===== src/rtl/cpu7_inst_resp_if.sv =====
// ---------------------------------------------------------------------------
// cpu7_inst_resp_if
//   Instruction-fetch handshake between the IFU fetch datapath (master) and
//   the instruction memory responder (slave).
//
//   inst_req / inst_addr / inst_addr_ok : request channel, accepted when
//                                         inst_req && inst_addr_ok
//   inst_cancel                         : flush every outstanding request
//   inst_valid                          : one-cycle pulse per response
//   inst_rdata / inst_count             : line data (addressed word in [31:0])
//                                         and valid instruction count - 1
//   inst_ex / inst_exccode              : fetch exception and its code
//   inst_uncache                        : cacheability of the response
// ---------------------------------------------------------------------------
interface cpu7_inst_resp_if;
    logic         inst_req;
    logic [31:0]  inst_addr;
    logic         inst_addr_ok;
    logic         inst_cancel;
    logic         inst_valid;
    logic [127:0] inst_rdata;
    logic [1:0]   inst_count;
    logic         inst_ex;
    logic [5:0]   inst_exccode;
    logic         inst_uncache;

    modport master (
        output inst_req, inst_addr, inst_cancel,
        input  inst_addr_ok, inst_valid, inst_rdata, inst_count,
               inst_ex, inst_exccode, inst_uncache
    );

    modport slave (
        input  inst_req, inst_addr, inst_cancel,
        output inst_addr_ok, inst_valid, inst_rdata, inst_count,
               inst_ex, inst_exccode, inst_uncache
    );
endinterface


===== src/rtl/cpu7_inst_resp.sv =====
// ---------------------------------------------------------------------------
// cpu7_inst_resp
//   Memory side of the instruction-fetch handshake. Queues up to two line-read
//   requests, waits WAIT_CYCLES before each SRAM read, and returns responses
//   in acceptance order. Misaligned or out-of-range fetches answer with ADEF
//   and never touch the SRAM. inst_cancel drops all outstanding work.
//
//   clock      : sole clock, rising edge
//   reset      : synchronous, active-high
//   inst       : fetch handshake (slave side of cpu7_inst_resp_if)
//   sram_en    : SRAM read enable
//   sram_addr  : SRAM line index
//   sram_rdata : SRAM line, valid the cycle after sram_en
// ---------------------------------------------------------------------------
module cpu7_inst_resp #(
    parameter int          ADDR_WIDTH  = 10,
    parameter logic [31:0] BASE_ADDR   = 32'h1c000000,
    parameter int          WAIT_CYCLES = 0
) (
    input  logic                  clock,
    input  logic                  reset,
    cpu7_inst_resp_if.slave       inst,
    output logic                  sram_en,
    output logic [ADDR_WIDTH-1:0] sram_addr,
    input  logic [127:0]          sram_rdata
);

    localparam logic [63:0] MEM_BYTES  = 64'd16 << ADDR_WIDTH;
    localparam bit          HAS_WAIT   = (WAIT_CYCLES > 0);
    localparam logic [3:0]  WAIT_LOAD  = HAS_WAIT ? 4'(WAIT_CYCLES - 1) : 4'd0;
    localparam logic [5:0]  EXC_ADEF   = 6'h08;

    typedef enum logic [1:0] {
        S_IDLE,
        S_WAIT,
        S_READ,
        S_RESP
    } state_t;

    state_t      state_q, state_d;
    logic [3:0]  wait_q, wait_d;

    // Two-entry request FIFO
    logic [31:0] fifo_addr [2];
    logic        fifo_ex   [2];
    logic        rd_ptr, wr_ptr;
    logic [1:0]  fifo_cnt;

    logic        full, empty;
    logic        push, pop;
    logic        new_ex;
    logic        resp_fire;
    logic [31:0] head_addr;
    logic        head_ex;
    logic        serve_now;

    assign full      = (fifo_cnt == 2'd2);
    assign empty     = (fifo_cnt == 2'd0);
    assign head_addr = fifo_addr[rd_ptr];
    assign head_ex   = fifo_ex[rd_ptr];

    // Push is blocked while full even if the head pops this cycle, so
    // addr_ok depends only on registered state and the cancel input.
    assign inst.inst_addr_ok = !reset && !full && !inst.inst_cancel;
    assign push              = inst.inst_req && inst.inst_addr_ok;
    assign pop               = resp_fire;
    assign inst.inst_uncache = 1'b0;

    // Misaligned or outside the SRAM window. The unsigned subtraction wraps
    // addresses below the base to large offsets, so they fault as well.
    assign new_ex = (inst.inst_addr[1:0] != 2'b00) ||
                    ({32'b0, inst.inst_addr - BASE_ADDR} >= MEM_BYTES);

    // A good request arriving at an empty, idle responder starts its wait or
    // read in the acceptance cycle; a faulting one is answered from the FIFO
    // head one cycle later.
    assign serve_now = (!empty && !head_ex) || (empty && push && !new_ex);

    // ------------------------------------------------------------------
    // FSM next-state and control
    // ------------------------------------------------------------------
    // NOTE: every signal driven here gets a default first, so no path can
    // leave it unassigned and infer a latch.
    always_comb begin
        state_d   = state_q;
        wait_d    = wait_q;
        sram_en   = 1'b0;
        resp_fire = 1'b0;

        case (state_q)
            S_IDLE: begin
                if (!empty && head_ex) begin
                    state_d = S_RESP;
                end else if (serve_now) begin
                    if (HAS_WAIT) begin
                        wait_d  = WAIT_LOAD;
                        state_d = S_WAIT;
                    end else begin
                        state_d = S_READ;
                    end
                end
            end
            S_WAIT: begin
                if (wait_q == 4'd0) begin
                    state_d = S_READ;
                end else begin
                    wait_d = wait_q - 4'd1;
                end
            end
            S_READ: begin
                sram_en = 1'b1;
                state_d = S_RESP;
            end
            S_RESP: begin
                resp_fire = 1'b1;
                state_d   = S_IDLE;
            end
            default: state_d = S_IDLE;
        endcase

        // Cancel (or reset) suppresses this cycle's read and response and
        // returns the FSM to IDLE; a read already in flight is simply ignored.
        if (reset || inst.inst_cancel) begin
            state_d   = S_IDLE;
            wait_d    = 4'd0;
            sram_en   = 1'b0;
            resp_fire = 1'b0;
        end
    end

    // NOTE: sequential state uses non-blocking assignments so every register
    // samples the values from before the edge.
    always_ff @(posedge clock) begin
        if (reset) begin
            state_q <= S_IDLE;
            wait_q  <= 4'd0;
        end else begin
            state_q <= state_d;
            wait_q  <= wait_d;
        end
    end

    // ------------------------------------------------------------------
    // FIFO pointers and occupancy
    // ------------------------------------------------------------------
    always_ff @(posedge clock) begin
        if (reset || inst.inst_cancel) begin
            rd_ptr   <= 1'b0;
            wr_ptr   <= 1'b0;
            fifo_cnt <= 2'd0;
        end else begin
            if (push) wr_ptr <= ~wr_ptr;
            if (pop)  rd_ptr <= ~rd_ptr;
            case ({push, pop})
                2'b10:   fifo_cnt <= fifo_cnt + 2'd1;
                2'b01:   fifo_cnt <= fifo_cnt - 2'd1;
                default: fifo_cnt <= fifo_cnt;
            endcase
        end
    end

    // NOTE: the entry storage has no reset; an entry is only read after a
    // push has written it, so only the pointers and count need clearing.
    always_ff @(posedge clock) begin
        if (push) begin
            fifo_addr[wr_ptr] <= inst.inst_addr;
            fifo_ex[wr_ptr]   <= new_ex;
        end
    end

    // ------------------------------------------------------------------
    // SRAM address and response data
    // ------------------------------------------------------------------
    assign sram_addr = sram_en ? ADDR_WIDTH'((head_addr - BASE_ADDR) >> 4)
                               : '0;

    always_comb begin
        inst.inst_valid   = resp_fire;
        inst.inst_rdata   = '0;
        inst.inst_count   = 2'd0;
        inst.inst_ex      = 1'b0;
        inst.inst_exccode = 6'd0;
        if (resp_fire) begin
            if (head_ex) begin
                inst.inst_ex      = 1'b1;
                inst.inst_exccode = EXC_ADEF;
            end else begin
                // Shift the addressed word down to [31:0]; words beyond the
                // end of the line fill with zero.
                inst.inst_rdata = sram_rdata >> {head_addr[3:2], 5'b0};
                inst.inst_count = 2'd3 - head_addr[3:2];
            end
        end
    end

endmodule


===== src/flat_wrapper.sv =====
// flat-port wrapper written by rule: the top's interface ports become plain ports
module cpu7_inst_resp_flat 
#(
    parameter int          ADDR_WIDTH  = 10,
    parameter logic [31:0] BASE_ADDR   = 32'h1c000000,
    parameter int          WAIT_CYCLES = 0
)
  (clock, reset, sram_en, sram_addr, sram_rdata, inst_inst_req, inst_inst_addr, inst_inst_cancel, inst_inst_addr_ok, inst_inst_valid, inst_inst_rdata, inst_inst_count, inst_inst_ex, inst_inst_exccode, inst_inst_uncache);
  cpu7_inst_resp_if inst_i ();
  input  logic clock;
  input  logic reset;
  output logic sram_en;
  output logic [ADDR_WIDTH-1:0] sram_addr;
  input  logic [127:0] sram_rdata;
  input wire logic [$bits(inst_i.inst_req)-1:0] inst_inst_req;
  input wire logic [$bits(inst_i.inst_addr)-1:0] inst_inst_addr;
  input wire logic [$bits(inst_i.inst_cancel)-1:0] inst_inst_cancel;
  output wire logic [$bits(inst_i.inst_addr_ok)-1:0] inst_inst_addr_ok;
  output wire logic [$bits(inst_i.inst_valid)-1:0] inst_inst_valid;
  output wire logic [$bits(inst_i.inst_rdata)-1:0] inst_inst_rdata;
  output wire logic [$bits(inst_i.inst_count)-1:0] inst_inst_count;
  output wire logic [$bits(inst_i.inst_ex)-1:0] inst_inst_ex;
  output wire logic [$bits(inst_i.inst_exccode)-1:0] inst_inst_exccode;
  output wire logic [$bits(inst_i.inst_uncache)-1:0] inst_inst_uncache;
  assign inst_i.inst_req = inst_inst_req;
  assign inst_i.inst_addr = inst_inst_addr;
  assign inst_i.inst_cancel = inst_inst_cancel;
  assign inst_inst_addr_ok = inst_i.inst_addr_ok;
  assign inst_inst_valid = inst_i.inst_valid;
  assign inst_inst_rdata = inst_i.inst_rdata;
  assign inst_inst_count = inst_i.inst_count;
  assign inst_inst_ex = inst_i.inst_ex;
  assign inst_inst_exccode = inst_i.inst_exccode;
  assign inst_inst_uncache = inst_i.inst_uncache;
  cpu7_inst_resp #(.ADDR_WIDTH(ADDR_WIDTH), .BASE_ADDR(BASE_ADDR), .WAIT_CYCLES(WAIT_CYCLES)) u_core (.clock(clock), .reset(reset), .inst(inst_i), .sram_en(sram_en), .sram_addr(sram_addr), .sram_rdata(sram_rdata));
endmodule

===== config.mk =====
export PLATFORM = sky130hd
export DESIGN_NAME = cpu7_inst_resp_flat
export DESIGN_NICKNAME = d
export VERILOG_FILES = /design/src/rtl/cpu7_inst_resp_if.sv /design/src/rtl/cpu7_inst_resp.sv /design/src/flat_wrapper.sv
export SDC_FILE = /design/constraint.sdc
export NUM_CORES = 1
export LEC_CHECK = 0
export BUFFER_PORTS_ARGS = -buffer_cell sky130_fd_sc_hd__buf_2
export CORE_AREA = 2 2 121 123
export CTS_CLUSTER_SIZE = 12
export DETAILED_ROUTE_END_ITERATION = 8
export DIE_AREA = 0 0 123 125
export HOLD_SLACK_MARGIN = 0.02
export MAX_ROUTING_LAYER = met4
export SYNTH_ARGS = -nofsm -noshare
export SYNTH_HDL_FRONTEND = slang
export SYNTH_SLANG_ARGS = --single-unit

===== constraint.sdc =====
create_clock -name clock -period 1.8 [get_ports clock]
set_input_delay 0.36 -clock clock [delete_from_list [all_inputs] [get_ports clock]]
set_output_delay 0.36 -clock clock [all_outputs]
set_load 0.05 [all_outputs]

==> run metrics, run 1 <==
RSZ-0062 raised after global routing yes; worst skew pair latency approximately 0.28 ns; Synth cell types 42; routed via count 6,013; Core ar. 14,200 um^2; Min Hold Slack 0.2662 ns; Synth Area per Inst about 8 um^2; Worst R2R Setup Slack 0.10 ns; TritonRoute pass-1 iters 5; total wire length 25,110 um; Synth Area in Adders 0.6406%; Post-DP HPWL 14,050 um; Final period util 136.2%; largest net degree at the start of global routing 23; Logic pwr share 37.2%; Avg WL per Cell ~22 um; gpl congestion about 0.87; non-filler instance count after layout 1,131; cell leakage power 0.004377 uW; dpl cells between 1,000 and 1,500; cts bufs inserted 5; outcome finished with violations; Final setup viols 135; FMAX about 400 MHz; Sw Ratio 31.12%; antenna violations before repair 4; Routed Antenna Nets 0; Worst Setup EP inst_inst_rdata[15]; first-pass GRT wire length around 34,000 um; internal power 2013 uW; Synth Area in Compound Gates 18.26%; sequential share of power 31.8%; CTS sink count 37; via/cell ratio 5.317; DR DRC count 0; final worst slack -0.6517 ns; Placed Instance Area 7520 um^2; I/O pin count 315; HP Class input pin to flop; post-synthesis sequential area ratio 25.62%; CTS clk-pin slew, worst paths approximately 0.05 ns; fraction of layout cells with a size suffix above 1 83.65%; final instance area 10,690 um^2; nets@finish 1,107; total gr overflow 0; Worst setup SP type flop; part of the power in the clock network 31.1%; Layout Skew approximately 0.0042 ns; Final min period 2.452 ns; H-tree levels 2; gr usage total between 20% and 30%; Arr. time, crit path 2.09 ns; Setup CP Type flop to output pin; setup TNS -72.14 ns; xor/xnor share of the synthesized area around 1.6%; starting density of the core 27.50%; Final Hold Viols 0; die width around 120 um; failing checks setup timing; CTS Buffer Depth 2; CTS tree done; CP Max Fanout 7; worst slack at placement -0.4401 ns; Cell Area, Synth 3906 um^2; Power Density 273.3 nW/um^2; max cap viols 0; die height 125 um; Synth Register Bits 37; die area 15,380 um^2; peak supply drop 0.5602 mV; Port Buffer Count 308; num rows 44; Req. time, crit path 1.44 ns; initial drt markers 361; Area growth, synth to finish 173.8%; Reg-to-Reg End u_core.fifo_cnt[1]; reg2reg path depth 7; CTS hold repair buffers 0; Slew Viols, Final 0; CTS Root Cell clkbuf_16; min-delay src inst_inst_addr[9]; vias in the first global route 6,353; largest family of logic cells by synthesized area simple AND/OR/NAND/NOR gates; Synth Area in Simple Gates 23.86%; mux contribution to synthesized area approximately 21%; Synth Warn # 0; Net Switching 909.6 uW; CP endpoint kind output pin; Post-Synthesis Cells 500; reg2reg start u_core.state_q[0]
-- stage by stage --
stage / power [uW] / utilization, %
3_3_place_gp: 1685 / 52.94
5_1_grt: 3025 / 75.27
6_report: 2923 / 75.29
4_1_cts: 2806 / 70.39
3_5_place_dp: 1705 / 52.94
2_1_floorplan: 1365 / -
-- power groups by stage --
| stage | logic, uW | registers (uW) | clock network (uW) |
|---|---|---|---|
| 2_1_floorplan | 421 | 944 | 0 |
| 3_3_place_gp | 741 | 944 | 0 |
| 3_5_place_dp | 760 | 945 | 0 |
| 4_1_cts | 958 | 929 | 918 |
| 5_1_grt | 1140 | 929 | 959 |
| 6_report | 1090 | 928 | 909 |
-- placed cells by master (no fill, tap or decap), types with 3 or more instances in the layout --
cell | synthesis | layout
a211oi_4 | 0 | 32
a21oi_1 | 35 | 3
a21oi_2 | 0 | 6
a21oi_4 | 0 | 26
a22oi_2 | 0 | 32
and2_2 | 0 | 18
and2_4 | 0 | 15
buf_12 | 1 | 29
buf_16 | 0 | 15
buf_2 | 7 | 164
buf_4 | 7 | 71
buf_6 | 3 | 169
buf_8 | 3 | 24
clkbuf_16 | 0 | 11
conb_1 | 1 | 6
dfxtp_1 | 11 | 10
diode_2 | 0 | 5
edfxtp_1 | 26 | 26
inv_1 | 7 | 6
mux2_2 | 32 | 5
mux2_4 | 1 | 28
mux2i_1 | 44 | 12
mux2i_2 | 0 | 15
mux2i_4 | 1 | 18
nand2_1 | 68 | 44
nand2_2 | 0 | 16
nand2_4 | 0 | 7
nor2_1 | 91 | 18
nor2_2 | 1 | 21
nor2_4 | 0 | 53
nor4_1 | 3 | 3
xnor2_1 | 4 | 4
xor2_1 | 3 | 3
-- cell families after synthesis --
| family | count (synthesis) |
|---|---|
| AOI/OAI and AO/OA | 105 |
| xor gates and xnor gates | 7 |
| adders and majority gates | 2 |
| buffers and inverters | 59 |
| DFF | 37 |
| muxes | 78 |
| other | 1 |
| and+or+nand+nor | 211 |
-- state kept, by name, indices dropped and copies added (netlist names), named ones only --
signal,cells
u_core.state_q,2
u_core.fifo_ex,2
u_core.fifo_addr,24
u_core.wait_q,4
u_core.wr_ptr,1
u_core.fifo_cnt,2
u_core.rd_ptr,1
-- timing repair --
item,CTS,global route
setup buffers,41,20
setup endpoints to repair,142,144
pin swaps,29,73
resized for setup,433,125
gates cloned,16,6
-- worst min-delay path by stage --
| stage | cells past startpoint | slack, ns | to |
|---|---|---|---|
| floorplan | 0 | 0.46 | u_core.fifo_addr[0][10] |
| global route | 1 | 0.26 | u_core.fifo_addr[0][12] |
| finish | 1 | 0.27 | u_core.fifo_addr[1][9] |
| global placement | 2 | 0.49 | u_core.fifo_cnt[1] |
| detailed placement | 2 | 0.49 | u_core.rd_ptr |
| CTS | 1 | 0.26 | u_core.fifo_addr[1][10] |
-- routing by layer --
metal | share of wire, % | GRT usage, % | wire, um | vias to the layer above
met5 | 0 | - | 0 | -
met4 | 5.0 | 15.44 | 1245 | 0
met3 | 6.2 | 4.927 | 1551 | 100
met2 | 51 | 50.60 | 12820 | 349
met1 | 38 | 32.76 | 9498 | 2927
li1 | - | - | - | 2637
-- worst max-delay path: stages, from the launching register on --
cell	delay [ns]
dfxtp_4	0.35
buf_6	0.14
mux2i_4	0.18
buf_12	0.15
buf_12	0.13
buf_12	0.14
buf_6	0.12
buf_6	0.11
a211oi_4	0.26
buf_6	0.20
-- Yosys cell counts (all sizes together) --
| cell | n | area share, % |
|---|---|---|
| nand4 | 1 | 0.16 |
| a211oi | 34 | 6.9 |
| ha | 2 | 0.64 |
| nand2 | 68 | 6.5 |
| a21oi | 35 | 4.5 |
| and4bb | 1 | 0.32 |
| conb | 1 | 0.096 |
| a311oi | 1 | 0.22 |
| buf | 27 | 5.3 |
| or3 | 2 | 0.32 |
| o2111ai | 1 | 0.22 |
| xnor2 | 4 | 0.90 |
| nand3 | 3 | 0.51 |
| edfxtp | 26 | 20 |
| clkbuf | 25 | 2.5 |
| mux2 | 33 | 9.6 |
| inv | 7 | 0.67 |
| nand4b | 1 | 0.22 |
| nor3 | 1 | 0.13 |
| and3 | 1 | 0.16 |
| a22oi | 32 | 6.1 |
| xor2 | 3 | 0.67 |
| mux2i | 45 | 12 |
| nor2 | 92 | 8.9 |
| and2 | 34 | 5.4 |
| nor4 | 3 | 0.48 |
| or2 | 1 | 0.16 |
| o21ai | 2 | 0.26 |
| dfxtp | 11 | 5.6 |
| nand2b | 2 | 0.32 |
| or4 | 1 | 0.19 |
-- area by class of cell --
cell class	count	area (um^2)
Sequential cell	37	1005
Tap cell	184	230.2
Clock buffer	7	152.6
Fill cell	866	3510
Antenna cell	5	12.51
Clock inverter	1	5.005
Inverter	7	30.03
Timing Repair Buffer	480	4776
Multi-Input combinational cell	410	4483
Note: power is estimated with default switching activity, not from simulation.
==> run 2, diff against run 1 <==
Settings changed: BUFFER_PORTS_ARGS -buffer_cell sky130_fd_sc_hd__buf_2 to -buffer_cell sky130_fd_sc_hd__buf_4.
==> run 2 against run 1 <==
  * The flow still finishes with violations (setup timing)
  * Cell count down 4.4%
  * Hold slack worse by 0.0016 ns
  * Die area unchanged
  * Register-to-register slack better by 0.02 ns
  * Power down 4.9%
  * Sequential power about the same
==> run metrics, run 2 (synthesis gave the netlist of run 1 again) <==
Diodes inserted 0; Arr. time, crit path 2.08 ns; Final period util 135.5%; largest registers u_core.fifo_addr x24, u_core.wait_q x4; Layout Skew 0.002869 ns; worst slack at placement -0.3953 ns; outcome finished with violations; CP endpoint kind output pin; CTS Buffer Depth 2; total gr overflow 0; num rows 44; CTS sink count 37; gpl congestion 0.8785; Port Buffer Count 308; nets@finish about 1,100; min-delay src inst_inst_addr[13]; via/cell ratio around 5.1; part of the power in the clock network 29.4%; TritonRoute pass-1 iters 4; DR DRC count 0; largest net degree at the start of global routing 25; reg2reg start u_core.state_q[1]; CTS tree done; initial drt markers between 300 and 400; final worst slack -0.6397 ns; Sw Ratio roughly 30%; Final setup viols between 100 and 150; Min Hold Slack 0.2646 ns; I/O pin count ~320; CTS Root Cell clkbuf_16; Power Density 266.5 nW/um^2; sequential share of power 33.3%; max cap viols 0; antenna violations before repair 0; non-filler instance count after layout 1,081; HP Class input pin to flop; peak supply drop 0.4361 mV; total wire length 22,050 um; starting density of the core between 20% and 30%; Avg WL per Cell 20.40 um; Final min period between 2 and 2.5 ns; H-tree levels 2; Slew Viols, Final 0; fraction of layout cells with a size suffix above 1 81.05%; Setup CP Type flop to output pin; Area growth, synth to finish 167.0%; Final Hold Viols 0; die area around 15,000 um^2; die height roughly 130 um; cts bufs inserted 5; internal power just under 2000 uW; Post-DP HPWL roughly 15,000 um; fillers 975; RSZ-0062 raised after global routing yes; Top reg by flops u_core.fifo_addr; first-pass GRT wire length 32,320 um; failing checks setup timing; Worst setup SP type flop; Largest register FFs 24; CTS clk-pin slew, worst paths ~0.06 ns; commonest non-fill, non-tap cells in the layout buf_4, buf_6, buf_8; vias in the first global route 5,947; Core ar. roughly 14,000 um^2; die width 123 um; Logic pwr share 37.2%; Req. time, crit path 1.44 ns; cell leakage power about 0.0042 uW; routed via count 5,536; Net Switching 837.2 uW; FMAX 409.9 MHz; most common cell after layout, fill and taps aside buf_4; CP Max Fanout 9; total power 2779 uW; gr usage total 27.93%; dpl cells slightly above 1,000; Routed Antenna Nets 0; worst skew pair latency 0.28 ns
run 2: final timing paths:
kind / end / slack, ns / cells after the start
worst max-delay path: inst_inst_rdata[3] / -0.64 / 9
worst min-delay path: u_core.fifo_addr[1][13] / 0.26 / 1
worst max register to register: u_core.fifo_cnt[1] / 0.12 / 5
worst min register to register: u_core.rd_ptr / 0.52 / 2
run 2: what timing repair did:
action	4_1_cts	5_1_grt
hold buffers	0	0
pin swaps	39	47
buffers inserted	35	6
resized for setup	310	79
gates cloned	17	5
setup endpoints to repair	142	142
run 2: power by group through the flow:
stage	combinational, uW	clock, uW	sequential (uW)
3_3_place_gp	828	0	944
6_report	1030	818	926
3_5_place_dp	846	0	945
5_1_grt	1090	868	927
4_1_cts	997	834	926
2_1_floorplan	421	0	944
run 2: cell type report:
class | count | area, um^2 | area share, %
Clock buffer | 5 | 125.1 | 1.200
Timing Repair Buffer | 435 | 4740 | 45.45
Tap cell | 184 | 230.2 | 2.208
Clock inverter | 3 | 12.51 | 0.1200
Multi-Input combinational cell | 410 | 4287 | 41.10
Sequential cell | 37 | 1005 | 9.634
Inverter | 7 | 30.03 | 0.2879
run 2: stage by stage:
step / utilization (%) / instance area [um^2] / TNS, ns
after floorplan: - / 5204 / -30.78
after global placement: 57.54 / 8173 / -32.77
after detailed placement: 57.54 / 8173 / -38.04
after CTS: 71.98 / 10220 / -71.97
after global routing: 73.42 / 10430 / -77.33
final: 73.42 / 10430 / -67.03
run 2: worst max-delay path, stage by stage (launching register included):
cell and delay (ns):
dfxtp_4 0.36, mux2i_4 0.19, buf_6 0.13, buf_6 0.12, buf_12 0.14, buf_8 0.14, buf_4 0.14, mux2i_4 0.18
a211oi_4 0.21, buf_6 0.19
run 2: layer usage:
metal	track usage [%]	routed length, um
met5	-	0
met4	12.23	821
met3	2.828	1321
met2	49.33	11570
met1	31.52	8343
